[src/rtl/apb_uart_cmd_master_if.sv]
// Command, response and APB3 signals between a local controller, the command master and its slaves.
interface apb_uart_cmd_master_if #(
    parameter int unsigned NUM_SLAVES = 2,
    parameter int unsigned SEL_W      = 4
);
    localparam int unsigned ADDR_W = 5;
    localparam int unsigned DATA_W = 8;

    logic                  CMD_VALID;
    logic                  CMD_READY;
    logic                  CMD_WRITE;
    logic [SEL_W-1:0]      CMD_SEL;
    logic [ADDR_W-1:0]     CMD_ADDR;
    logic [DATA_W-1:0]     CMD_WDATA;
    logic                  RSP_VALID;
    logic                  RSP_READY;
    logic [DATA_W-1:0]     RSP_RDATA;
    logic                  RSP_ERR;
    logic                  RSP_TIMEOUT;
    logic [ADDR_W-1:0]     PADDR;
    logic [NUM_SLAVES-1:0] PSEL;
    logic                  PENABLE;
    logic                  PWRITE;
    logic [DATA_W-1:0]     PWDATA;
    logic [DATA_W-1:0]     PRDATA;
    logic                  PREADY;
    logic                  PSLVERR;

    // Command master side: accepts commands, drives APB, returns responses.
    modport master (
        input  CMD_VALID, CMD_WRITE, CMD_SEL, CMD_ADDR, CMD_WDATA, RSP_READY,
               PRDATA, PREADY, PSLVERR,
        output CMD_READY, RSP_VALID, RSP_RDATA, RSP_ERR, RSP_TIMEOUT,
               PADDR, PSEL, PENABLE, PWRITE, PWDATA
    );

    // Environment side: command source, response sink and APB slaves.
    modport slave (
        output CMD_VALID, CMD_WRITE, CMD_SEL, CMD_ADDR, CMD_WDATA, RSP_READY,
               PRDATA, PREADY, PSLVERR,
        input  CMD_READY, RSP_VALID, RSP_RDATA, RSP_ERR, RSP_TIMEOUT,
               PADDR, PSEL, PENABLE, PWRITE, PWDATA
    );
endinterface

[src/rtl/apb_uart_cmd_master.sv]
// APB3 initiator: turns a valid/ready command into one APB transfer to a selected slave
// and returns read data / error status on a held response channel.
module apb_uart_cmd_master #(
    parameter int unsigned NUM_SLAVES = 2,
    parameter int unsigned SEL_W      = 4,
    parameter int unsigned TIMEOUT    = 16,
    parameter int unsigned CNT_W      = 8
) (
    input  logic                  PCLK,
    input  logic                  PRESET,
    apb_uart_cmd_master_if.master bus
);
    localparam int unsigned ADDR_W = 5;
    localparam int unsigned DATA_W = 8;
    // Counter value seen on the last allowed wait cycle before aborting.
    localparam logic [CNT_W-1:0] TO_LAST = CNT_W'((TIMEOUT == 0) ? 0 : TIMEOUT - 1);

    typedef enum logic [1:0] {IDLE, SETUP, ACCESS, RESP} state_t;

    state_t                state_q, state_d;
    logic [CNT_W-1:0]      cnt_q, cnt_d;
    logic                  cmd_ready_q, cmd_ready_d;
    logic [NUM_SLAVES-1:0] psel_q, psel_d;
    logic                  penable_q, penable_d;
    logic                  pwrite_q, pwrite_d;
    logic [ADDR_W-1:0]     paddr_q, paddr_d;
    logic [DATA_W-1:0]     pwdata_q, pwdata_d;
    logic                  rsp_valid_q, rsp_valid_d;
    logic [DATA_W-1:0]     rsp_rdata_q, rsp_rdata_d;
    logic                  rsp_err_q, rsp_err_d;
    logic                  rsp_timeout_q, rsp_timeout_d;

    // State and output registers with synchronous reset.
    always_ff @(posedge PCLK) begin
        if (PRESET) begin
            state_q       <= IDLE;
            cnt_q         <= '0;
            cmd_ready_q   <= 1'b0;
            psel_q        <= '0;
            penable_q     <= 1'b0;
            pwrite_q      <= 1'b0;
            paddr_q       <= '0;
            pwdata_q      <= '0;
            rsp_valid_q   <= 1'b0;
            rsp_rdata_q   <= '0;
            rsp_err_q     <= 1'b0;
            rsp_timeout_q <= 1'b0;
        end else begin
            state_q       <= state_d;
            cnt_q         <= cnt_d;
            cmd_ready_q   <= cmd_ready_d;
            psel_q        <= psel_d;
            penable_q     <= penable_d;
            pwrite_q      <= pwrite_d;
            paddr_q       <= paddr_d;
            pwdata_q      <= pwdata_d;
            rsp_valid_q   <= rsp_valid_d;
            rsp_rdata_q   <= rsp_rdata_d;
            rsp_err_q     <= rsp_err_d;
            rsp_timeout_q <= rsp_timeout_d;
        end
    end

    // Next-state and next-output logic; every register holds unless a state changes it.
    always_comb begin
        state_d       = state_q;
        cnt_d         = cnt_q;
        cmd_ready_d   = cmd_ready_q;
        psel_d        = psel_q;
        penable_d     = penable_q;
        pwrite_d      = pwrite_q;
        paddr_d       = paddr_q;
        pwdata_d      = pwdata_q;
        rsp_valid_d   = rsp_valid_q;
        rsp_rdata_d   = rsp_rdata_q;
        rsp_err_d     = rsp_err_q;
        rsp_timeout_d = rsp_timeout_q;

        unique case (state_q)
            IDLE: begin
                cmd_ready_d = 1'b1;
                if (bus.CMD_VALID && cmd_ready_q) begin
                    cmd_ready_d = 1'b0;
                    pwrite_d    = bus.CMD_WRITE;
                    paddr_d     = bus.CMD_ADDR;
                    pwdata_d    = bus.CMD_WDATA;
                    if (32'(bus.CMD_SEL) < NUM_SLAVES) begin
                        psel_d  = NUM_SLAVES'(1) << bus.CMD_SEL;
                        cnt_d   = '0;
                        state_d = SETUP;
                    end else begin
                        // Out-of-range select: answer with an error, never touch the bus.
                        rsp_valid_d   = 1'b1;
                        rsp_err_d     = 1'b1;
                        rsp_timeout_d = 1'b0;
                        rsp_rdata_d   = '0;
                        state_d       = RESP;
                    end
                end
            end
            SETUP: begin
                penable_d = 1'b1;
                state_d   = ACCESS;
            end
            ACCESS: begin
                if (bus.PREADY) begin
                    rsp_valid_d   = 1'b1;
                    rsp_rdata_d   = pwrite_q ? '0 : bus.PRDATA;
                    rsp_err_d     = bus.PSLVERR;
                    rsp_timeout_d = 1'b0;
                    psel_d        = '0;
                    penable_d     = 1'b0;
                    state_d       = RESP;
                end else if (TIMEOUT != 0 && cnt_q == TO_LAST) begin
                    rsp_valid_d   = 1'b1;
                    rsp_rdata_d   = '0;
                    rsp_err_d     = 1'b1;
                    rsp_timeout_d = 1'b1;
                    psel_d        = '0;
                    penable_d     = 1'b0;
                    state_d       = RESP;
                end else begin
                    cnt_d = cnt_q + CNT_W'(1);
                end
            end
            RESP: begin
                if (bus.RSP_READY) begin
                    rsp_valid_d = 1'b0;
                    cmd_ready_d = 1'b1;
                    state_d     = IDLE;
                end
            end
            default: state_d = IDLE;
        endcase
    end

    assign bus.CMD_READY   = cmd_ready_q;
    assign bus.PSEL        = psel_q;
    assign bus.PENABLE     = penable_q;
    assign bus.PWRITE      = pwrite_q;
    assign bus.PADDR       = paddr_q;
    assign bus.PWDATA      = pwdata_q;
    assign bus.RSP_VALID   = rsp_valid_q;
    assign bus.RSP_RDATA   = rsp_rdata_q;
    assign bus.RSP_ERR     = rsp_err_q;
    assign bus.RSP_TIMEOUT = rsp_timeout_q;
endmodule

[src/flat_wrapper.sv]
// flat-port wrapper written by rule: the top's interface ports become plain ports
module apb_uart_cmd_master_flat 
#(
    parameter int unsigned NUM_SLAVES = 2,
    parameter int unsigned SEL_W      = 4,
    parameter int unsigned TIMEOUT    = 16,
    parameter int unsigned CNT_W      = 8
)
  (PCLK, PRESET, bus_CMD_VALID, bus_CMD_WRITE, bus_CMD_SEL, bus_CMD_ADDR, bus_CMD_WDATA, bus_RSP_READY, bus_PRDATA, bus_PREADY, bus_PSLVERR, bus_CMD_READY, bus_RSP_VALID, bus_RSP_RDATA, bus_RSP_ERR, bus_RSP_TIMEOUT, bus_PADDR, bus_PSEL, bus_PENABLE, bus_PWRITE, bus_PWDATA);
  apb_uart_cmd_master_if #(.NUM_SLAVES(NUM_SLAVES), .SEL_W(SEL_W)) bus_i ();
  input  logic PCLK;
  input  logic PRESET;
  input wire logic [$bits(bus_i.CMD_VALID)-1:0] bus_CMD_VALID;
  input wire logic [$bits(bus_i.CMD_WRITE)-1:0] bus_CMD_WRITE;
  input wire logic [$bits(bus_i.CMD_SEL)-1:0] bus_CMD_SEL;
  input wire logic [$bits(bus_i.CMD_ADDR)-1:0] bus_CMD_ADDR;
  input wire logic [$bits(bus_i.CMD_WDATA)-1:0] bus_CMD_WDATA;
  input wire logic [$bits(bus_i.RSP_READY)-1:0] bus_RSP_READY;
  input wire logic [$bits(bus_i.PRDATA)-1:0] bus_PRDATA;
  input wire logic [$bits(bus_i.PREADY)-1:0] bus_PREADY;
  input wire logic [$bits(bus_i.PSLVERR)-1:0] bus_PSLVERR;
  output wire logic [$bits(bus_i.CMD_READY)-1:0] bus_CMD_READY;
  output wire logic [$bits(bus_i.RSP_VALID)-1:0] bus_RSP_VALID;
  output wire logic [$bits(bus_i.RSP_RDATA)-1:0] bus_RSP_RDATA;
  output wire logic [$bits(bus_i.RSP_ERR)-1:0] bus_RSP_ERR;
  output wire logic [$bits(bus_i.RSP_TIMEOUT)-1:0] bus_RSP_TIMEOUT;
  output wire logic [$bits(bus_i.PADDR)-1:0] bus_PADDR;
  output wire logic [$bits(bus_i.PSEL)-1:0] bus_PSEL;
  output wire logic [$bits(bus_i.PENABLE)-1:0] bus_PENABLE;
  output wire logic [$bits(bus_i.PWRITE)-1:0] bus_PWRITE;
  output wire logic [$bits(bus_i.PWDATA)-1:0] bus_PWDATA;
  assign bus_i.CMD_VALID = bus_CMD_VALID;
  assign bus_i.CMD_WRITE = bus_CMD_WRITE;
  assign bus_i.CMD_SEL = bus_CMD_SEL;
  assign bus_i.CMD_ADDR = bus_CMD_ADDR;
  assign bus_i.CMD_WDATA = bus_CMD_WDATA;
  assign bus_i.RSP_READY = bus_RSP_READY;
  assign bus_i.PRDATA = bus_PRDATA;
  assign bus_i.PREADY = bus_PREADY;
  assign bus_i.PSLVERR = bus_PSLVERR;
  assign bus_CMD_READY = bus_i.CMD_READY;
  assign bus_RSP_VALID = bus_i.RSP_VALID;
  assign bus_RSP_RDATA = bus_i.RSP_RDATA;
  assign bus_RSP_ERR = bus_i.RSP_ERR;
  assign bus_RSP_TIMEOUT = bus_i.RSP_TIMEOUT;
  assign bus_PADDR = bus_i.PADDR;
  assign bus_PSEL = bus_i.PSEL;
  assign bus_PENABLE = bus_i.PENABLE;
  assign bus_PWRITE = bus_i.PWRITE;
  assign bus_PWDATA = bus_i.PWDATA;
  apb_uart_cmd_master #(.NUM_SLAVES(NUM_SLAVES), .SEL_W(SEL_W), .TIMEOUT(TIMEOUT), .CNT_W(CNT_W)) u_core (.PCLK(PCLK), .PRESET(PRESET), .bus(bus_i));
endmodule
[config.mk]
export PLATFORM = sky130hd
export DESIGN_NAME = apb_uart_cmd_master_flat
export DESIGN_NICKNAME = d
export VERILOG_FILES = /design/src/rtl/apb_uart_cmd_master_if.sv /design/src/rtl/apb_uart_cmd_master.sv /design/src/flat_wrapper.sv
export SDC_FILE = /design/constraint.sdc
export NUM_CORES = 1
export LEC_CHECK = 0
export CELL_PAD_IN_SITES_DETAIL_PLACEMENT = 1
export CELL_PAD_IN_SITES_GLOBAL_PLACEMENT = 2
export CORE_ASPECT_RATIO = 0.7
export CORE_UTILIZATION = 25
export DETAILED_ROUTE_END_ITERATION = 8
export MAX_ROUTING_LAYER = met4
export PLACE_DENSITY = 0.89
export SKIP_LAST_GASP = 1
export SLEW_MARGIN = 20
export SYNTH_ARGS = -nofsm -noshare
export SYNTH_HDL_FRONTEND = slang
export SYNTH_SLANG_ARGS = --single-unit
[constraint.sdc]
create_clock -name PCLK -period 2.13 [get_ports PCLK]
set_input_delay 0.5325 -clock PCLK [delete_from_list [all_inputs] [get_ports PCLK]]
set_output_delay 0.5325 -clock PCLK [all_outputs]
set_load 0.01 [all_outputs]
* Word level (Yosys, flattened, before mapping)
Cells that the tools add are included.
Word-level totals: register bits after elaboration 39, bits in latches 0, memory bits (writable) 0, bits in read-only memories 0, bits of input ports 32, output and inout bits 29, logic and storage cells 80, memories 0
Cells by class: $add $sub $neg 1, multiply operators 0, div/mod/pow operators 0, order comparisons 1, equal/unequal tests 11, shifts and indexed selects 1, multiplexer cells 40, bitwise logic cells 0, reductions and logical operators 14
Operator list (count):
- 8-bit 2-to-1 mux | 9
- 8-bit one-hot mux with 2 select lines | 2
- 2-bit 2-to-1 mux | 9
- 1-bit 2-to-1 mux | 13
- 5-bit AND reduction | 2
- 8-bit by 1-bit adder with 8-bit output, second input constant | 1
- 8-bit by 4-bit equality test with 1-bit output, second input constant | 1
- 2-bit != test, second input constant | 4
- 1-bit one-hot mux with 2 select lines | 4
- 2-bit one-hot mux with 4 select lines | 1
- 4-bit AND reduction | 2
- 2-bit AND reduction | 3
- 2-bit nonzero test | 3
- 2-bit equality test, second input constant | 2
- 4-bit by 2-bit < comparator with 1-bit output, second input constant | 1
- 2-bit by 1-bit != test with 1-bit output, second input constant | 2
- 2-bit one-hot mux with 2 select lines | 1
- 1-bit by 4-bit left shift with 2-bit output, first input constant | 1
- 3-bit by 2-bit != test with 1-bit output, second input constant | 1
- 1-bit one-hot mux with 3 select lines | 1
- 3-bit AND reduction | 1
- 3-bit nonzero test | 1
- 2-bit by 1-bit equality test with 1-bit output, second input constant | 1
- 2-bit zero test | 1
- 1-bit logical AND | 1

* Logic depth before layout (Yosys ltp)
word-level depth 4, gate-level depth with buffers 8

* Least setup slack after synthesis
Ideal clock, no wire load.
path kind reg-to-reg, start reg u_core.state_q[0], end reg u_core.cnt_q[5], data arrival time 1617 ps, slack 443 ps, stages on the path, launching flop included 9, buffers on the path 2, cell sequence dfxtp_1 inv_1 ha_1 buf_2 nand2_1 o21ai_1 buf_4 or4_1 a21oi_1
On the way: word-level cells in the longest chain between the ends 3
Ends and longest elaborated chain:
- start: declaration | RTL line apb_uart_cmd_master.sv:20 | state_t state_q, state_d;
- start signal: assignment | RTL line apb_uart_cmd_master.sv:49 | state_q <= state_d;
- 2-bit equality test or 2-bit zero test (tied branches) | RTL line apb_uart_cmd_master.sv:79 | unique case (state_q)
- 2-bit != test (no line) (tied with other cells)
- 5-bit AND reduction (no line)
- end signal: assignment | RTL line apb_uart_cmd_master.sv:50 | cnt_q <= cnt_d;
- end: declaration | RTL line apb_uart_cmd_master.sv:21 | logic [CNT_W-1:0] cnt_q, cnt_d;
Parallel ways exist; a longest one is shown, timed or not. A chain may end at the register's enable or synchronous reset.

* Final worst setup path
start in bus_CMD_SEL[3], end reg u_core.rsp_rdata_q[4], in the netlist u_core.bus.RSP_RDATA[4]
On the way: word-level cells in the longest chain between the ends 3
Ends and longest elaborated chain:
- start: declaration | RTL line flat_wrapper.sv:15 | input wire logic [$bits(bus_i.CMD_SEL)-1:0] bus_CMD_SEL;
- 4-bit by 2-bit < comparator with 1-bit output | RTL line apb_uart_cmd_master.sv:87 | if (32'(bus.CMD_SEL) < NUM_SLAVES) begin
- 2-bit != test (no line)
- 4-bit AND reduction (no line)
- end signal: assignment | RTL line apb_uart_cmd_master.sv:58 | rsp_rdata_q <= rsp_rdata_d;
- end: declaration | RTL line apb_uart_cmd_master.sv:29 | logic [DATA_W-1:0] rsp_rdata_q, rsp_rdata_d;
No other way between the ends.

==> flow_results.xml <==
<?xml version="1.0" encoding="UTF-8"?>
<metrics>
  <group name="outcome">
    <metric name="run_status" unit="">finished, final reports clean</metric>
  </group>
  <group name="clock_tree">
    <metric name="cts-htree-levels" unit="">2</metric>
    <metric name="clock-sinks" unit="">39</metric>
    <metric name="cts-root-buf" unit="">clkbuf_8</metric>
    <metric name="tritoncts.num_buffers" unit="">5</metric>
    <metric name="clock_latency" unit="ns">0.29</metric>
    <metric name="maximum_root_to_sink_buffer_count" unit="">2</metric>
    <metric name="clk_pin_slew_worst_paths" unit="ns">0.08</metric>
    <metric name="cts_tree" unit="">yes</metric>
  </group>
  <group name="detailed_routing">
    <metric name="final_antenna_net_count" unit="">0</metric>
    <metric name="remaining_drc_errors" unit="">0</metric>
    <metric name="drt_pass1_iterations" unit="">4</metric>
    <metric name="via_per_inst" unit="">4.807</metric>
    <metric name="routedWlPerCell" unit="um">14.22</metric>
    <metric name="wl" unit="um">5675</metric>
    <metric name="via_count" unit="">1918</metric>
    <metric name="drt-initial-drc-count" unit="">53</metric>
  </group>
  <group name="pwr">
    <metric name="p_seq_share" unit="%">33.0</metric>
    <metric name="power.ir.vdd_worst" unit="mV">0.4796</metric>
    <metric name="power.clock.fraction" unit="%">27.9</metric>
    <metric name="pwr-share-comb" unit="%">39.2</metric>
    <metric name="net-switching-power" unit="uW">886.8</metric>
    <metric name="power-per-cell-area" unit="nW/um2">965.3</metric>
    <metric name="power.internal" unit="uW">1800</metric>
    <metric name="p_sw_share" unit="%">33.00</metric>
    <metric name="power_leakage" unit="uW">0.0009808</metric>
  </group>
  <group name="critical_path">
    <metric name="critPathArrivalTime" unit="ns">2.12</metric>
    <metric name="worst_setup_path_end_kind" unit="">register</metric>
    <metric name="cp.buffers_inverters" unit="">1</metric>
    <metric name="critical_path_class" unit="">primary input to register</metric>
    <metric name="critPathLaunchType" unit="">primary input</metric>
    <metric name="cp_slowest_cell" unit="">or4b_1</metric>
    <metric name="critPathMaxStageDelay" unit="ns">0.57</metric>
    <metric name="critical_path_required" unit="ns">2.30</metric>
    <metric name="cpLargestDelayFamily" unit="">simple AND/OR/NAND/NOR gates</metric>
    <metric name="cp_max_fo" unit="">8</metric>
    <metric name="list_of_cells_traversed_by_the_critical_path" unit="">clkdlybuf4s50_1 -&gt; or4b_1 -&gt; a21boi_1 -&gt; nand2_1 -&gt; o21ai_0</metric>
  </group>
  <group name="placed_design">
    <metric name="hpwlAfterDp" unit="um">4241</metric>
    <metric name="dp_cells" unit="">391</metric>
    <metric name="gp_congestion" unit="">0.7696</metric>
    <metric name="io_buffers" unit="">60</metric>
  </group>
  <group name="die">
    <metric name="core-area" unit="um2">6819</metric>
    <metric name="die_ht" unit="um">72.66</metric>
    <metric name="std_cell_rows" unit="">25</metric>
    <metric name="die_area" unit="um2">7479</metric>
    <metric name="initial_utilization" unit="%">26.15</metric>
    <metric name="io_pins" unit="">61</metric>
    <metric name="floorplan.die.width" unit="um">102.9</metric>
  </group>
  <group name="synthesis">
    <metric name="synth-async-reset-ratio" unit="%">0</metric>
    <metric name="synth.ff_latch_count" unit="">39</metric>
    <metric name="synth_fp_nets" unit="">260</metric>
    <metric name="synth_seq_area_share" unit="%">43.79</metric>
    <metric name="synth-edff-count" unit="">0</metric>
    <metric name="netlist_instances" unit="">224</metric>
    <metric name="ys.warnings.count" unit="">0</metric>
    <metric name="synthesis.area" unit="um2">1783</metric>
    <metric name="post_synth.cell_area_avg" unit="um2">7.960</metric>
    <metric name="dominant_register_cell_in_the_synthesized_netlist" unit="">dfxtp_1</metric>
    <metric name="yosysUniqueCellTypes" unit="">40</metric>
  </group>
  <group name="global_route">
    <metric name="global_route.usage.total" unit="%">16.86</metric>
    <metric name="grt_first_pass_wirelength" unit="um">9349</metric>
    <metric name="grt_pass1_vias" unit="">1908</metric>
    <metric name="number_of_antenna_violations_at_the_first_check_in_global_routing" unit="">0</metric>
    <metric name="grt_max_degree" unit="">20</metric>
    <metric name="remaining_overflow_grt" unit="">0</metric>
  </group>
  <group name="timing">
    <metric name="worst_hold_slack" unit="ns">0.4573</metric>
    <metric name="timing_worst_slew_pin_value" unit="ns">0.5301</metric>
    <metric name="rsz_0062_raised_after_global_routing" unit="">no</metric>
    <metric name="finalHoldViolCount" unit="">0</metric>
    <metric name="timing.final.max_slew_violations" unit="">0</metric>
    <metric name="fin_skew" unit="ns">0.005729</metric>
    <metric name="timing.final.crit_share" unit="%">91.60</metric>
    <metric name="max_clock_freq" unit="MHz">512.5</metric>
    <metric name="max_slew_margin" unit="%">64.42</metric>
    <metric name="setup_viol_count_final" unit="">0</metric>
    <metric name="post-route-min-period" unit="ns">1.951</metric>
  </group>
  <group name="cells_and_area">
    <metric name="fin_cells" unit="">399</metric>
    <metric name="antenna_cells" unit="">0</metric>
    <metric name="area_growth" unit="%">56.14</metric>
    <metric name="post_route_cells_drive_above_1_share" unit="%">12.79</metric>
    <metric name="layout.nets" unit="">340</metric>
  </group>
  <group name="worst_hold_path">
    <metric name="hold_path.class" unit="">register to register</metric>
  </group>
  <group name="run">
    <metric name="max_cap_viol_count" unit="">0</metric>
  </group>
</metrics>
-- cells in the final DEF, fill, tap and decap left out, drive strengths merged, types with 3 or more instances in the layout --
| master | count |
|---|---|
| buf | 24 |
| o21ai | 30 |
| nor2b | 9 |
| dfxtp | 39 |
| ha | 4 |
| nand2b | 4 |
| inv | 4 |
| clkbuf | 5 |
| and3 | 3 |
| a21oi | 31 |
| nor2 | 4 |
| o31ai | 5 |
| or4 | 5 |
| nand2 | 43 |
| nor3 | 4 |
| nand3 | 6 |
| clkdlybuf4s50 | 60 |
-- Yosys cell counts (2+ instances only) --
library cell / instances / area [um2]
buf_2: 3 / 15.01
nand3_1: 6 / 30.03
clkbuf_1: 5 / 18.77
nand2_1: 43 / 161.4
and3_1: 3 / 18.77
nand2b_1: 4 / 25.02
nand4_1: 2 / 12.51
nor3_1: 4 / 20.02
nor2b_1: 9 / 56.30
nor2_1: 4 / 15.01
a311oi_1: 2 / 17.52
ha_1: 4 / 50.05
o21ai_0: 26 / 130.1
nor4_1: 2 / 12.51
dfxtp_1: 39 / 780.8
inv_1: 4 / 15.01
o31ai_1: 5 / 37.54
or4_1: 4 / 30.03
o21ai_1: 3 / 15.01
a21oi_1: 31 / 155.2
buf_1: 2 / 7.510
-- registers in the layout (all words and copies together) (netlist names) --
name                    count
u_core.bus.RSP_RDATA        8
u_core.bus.RSP_TIMEOUT      1
u_core.bus.PENABLE          1
u_core.bus.PWRITE           1
u_core.bus.RSP_ERR          1
u_core.cnt_q                8
u_core.state_q              2
u_core.bus.PWDATA           8
u_core.bus.PSEL             2
u_core.bus.CMD_READY        1
u_core.bus.PADDR            5
u_core.bus.RSP_VALID        1
-- path summary, 6_finish.rpt --
check	start	to	slack (ns)	depth (start not counted)
hold reg to reg	u_core.bus.PWDATA[2]	u_core.bus.PWDATA[2]	0.46	2
setup reg to reg	u_core.cnt_q[4]	u_core.cnt_q[1]	0.22	5
hold / removal	u_core.bus.PWDATA[2]	u_core.bus.PWDATA[2]	0.46	2
setup / recovery	bus_CMD_SEL[3]	u_core.bus.RSP_RDATA[4]	0.18	5
-- per-layer routing --
metal	track usage, %	wire length, um	vias up
li1	-	-	949
met1	22.31	2791	914
met2	25.78	2521	51
met3	4.406	320	4
met4	3.912	42	0
met5	-	0	-
-- metrics by stage --
| stage | cell area [um2] | util (%) | total power, uW | setup TNS (ns) | setup slack, ns |
|---|---|---|---|---|---|
| CTS | 2773 | 40.66 | 2701 | 0 | 0.1383 |
| finish | 2784 | 40.83 | 2687 | 0 | 0.1789 |
| floorplan | 1783 | - | 1425 | 0 | 0.4428 |
| global route | 2784 | 40.83 | 2870 | 0 | 0.02928 |
| detailed placement | 2633 | 38.61 | 1933 | -2.655 | -0.2174 |
| global placement | 2633 | 38.61 | 1902 | -1.502 | -0.1074 |
-- power groups by stage --
stage	Clock (uW)	Sequential, uW	Combinational [uW]
2_1_floorplan	0	926	499
3_3_place_gp	0	899	1000
3_5_place_dp	0	904	1030
4_1_cts	771	888	1040
5_1_grt	802	898	1170
6_report	749	886	1050
-- cells by family (layout without fill, tap and decap cells) --
kind of cell    Yosys count  count (layout)  synth area share [%]
simple gates             89              89                 24.98
fa+ha+maj                 4               4                 2.807
buf+inv                  15              96                 3.579
flops                    39              39                 43.79
compound gates           77              77                 24.84
-- area by class of cell --
class / count / area, um2
timing repair buffer: 84 / 784.5
inverter: 4 / 15.01
tap: 94 / 117.6
multi-input combinational: 170 / 949.7
sequential: 39 / 780.7
clock buffer: 5 / 68.82
clock inverter: 3 / 67.56
fill: 841 / 4035
-- tightest hold or removal path, cell delays in order (launching register included) --
cell and delay, ns:
dfxtp_1 0.32, nand2_1 0.05, a21oi_1 0.05
-- what timing repair did --
| item | in CTS | in global routing |
|---|---|---|
| cloned | 0 | 0 |
| resized for setup | 1 | 3 |
| endpoints found under the setup margin | 3 | 10 |
| buffers inserted | 0 | 0 |
| hold buffers | 0 | 0 |
No activity file was read; power rests on OpenSTA's default activity.
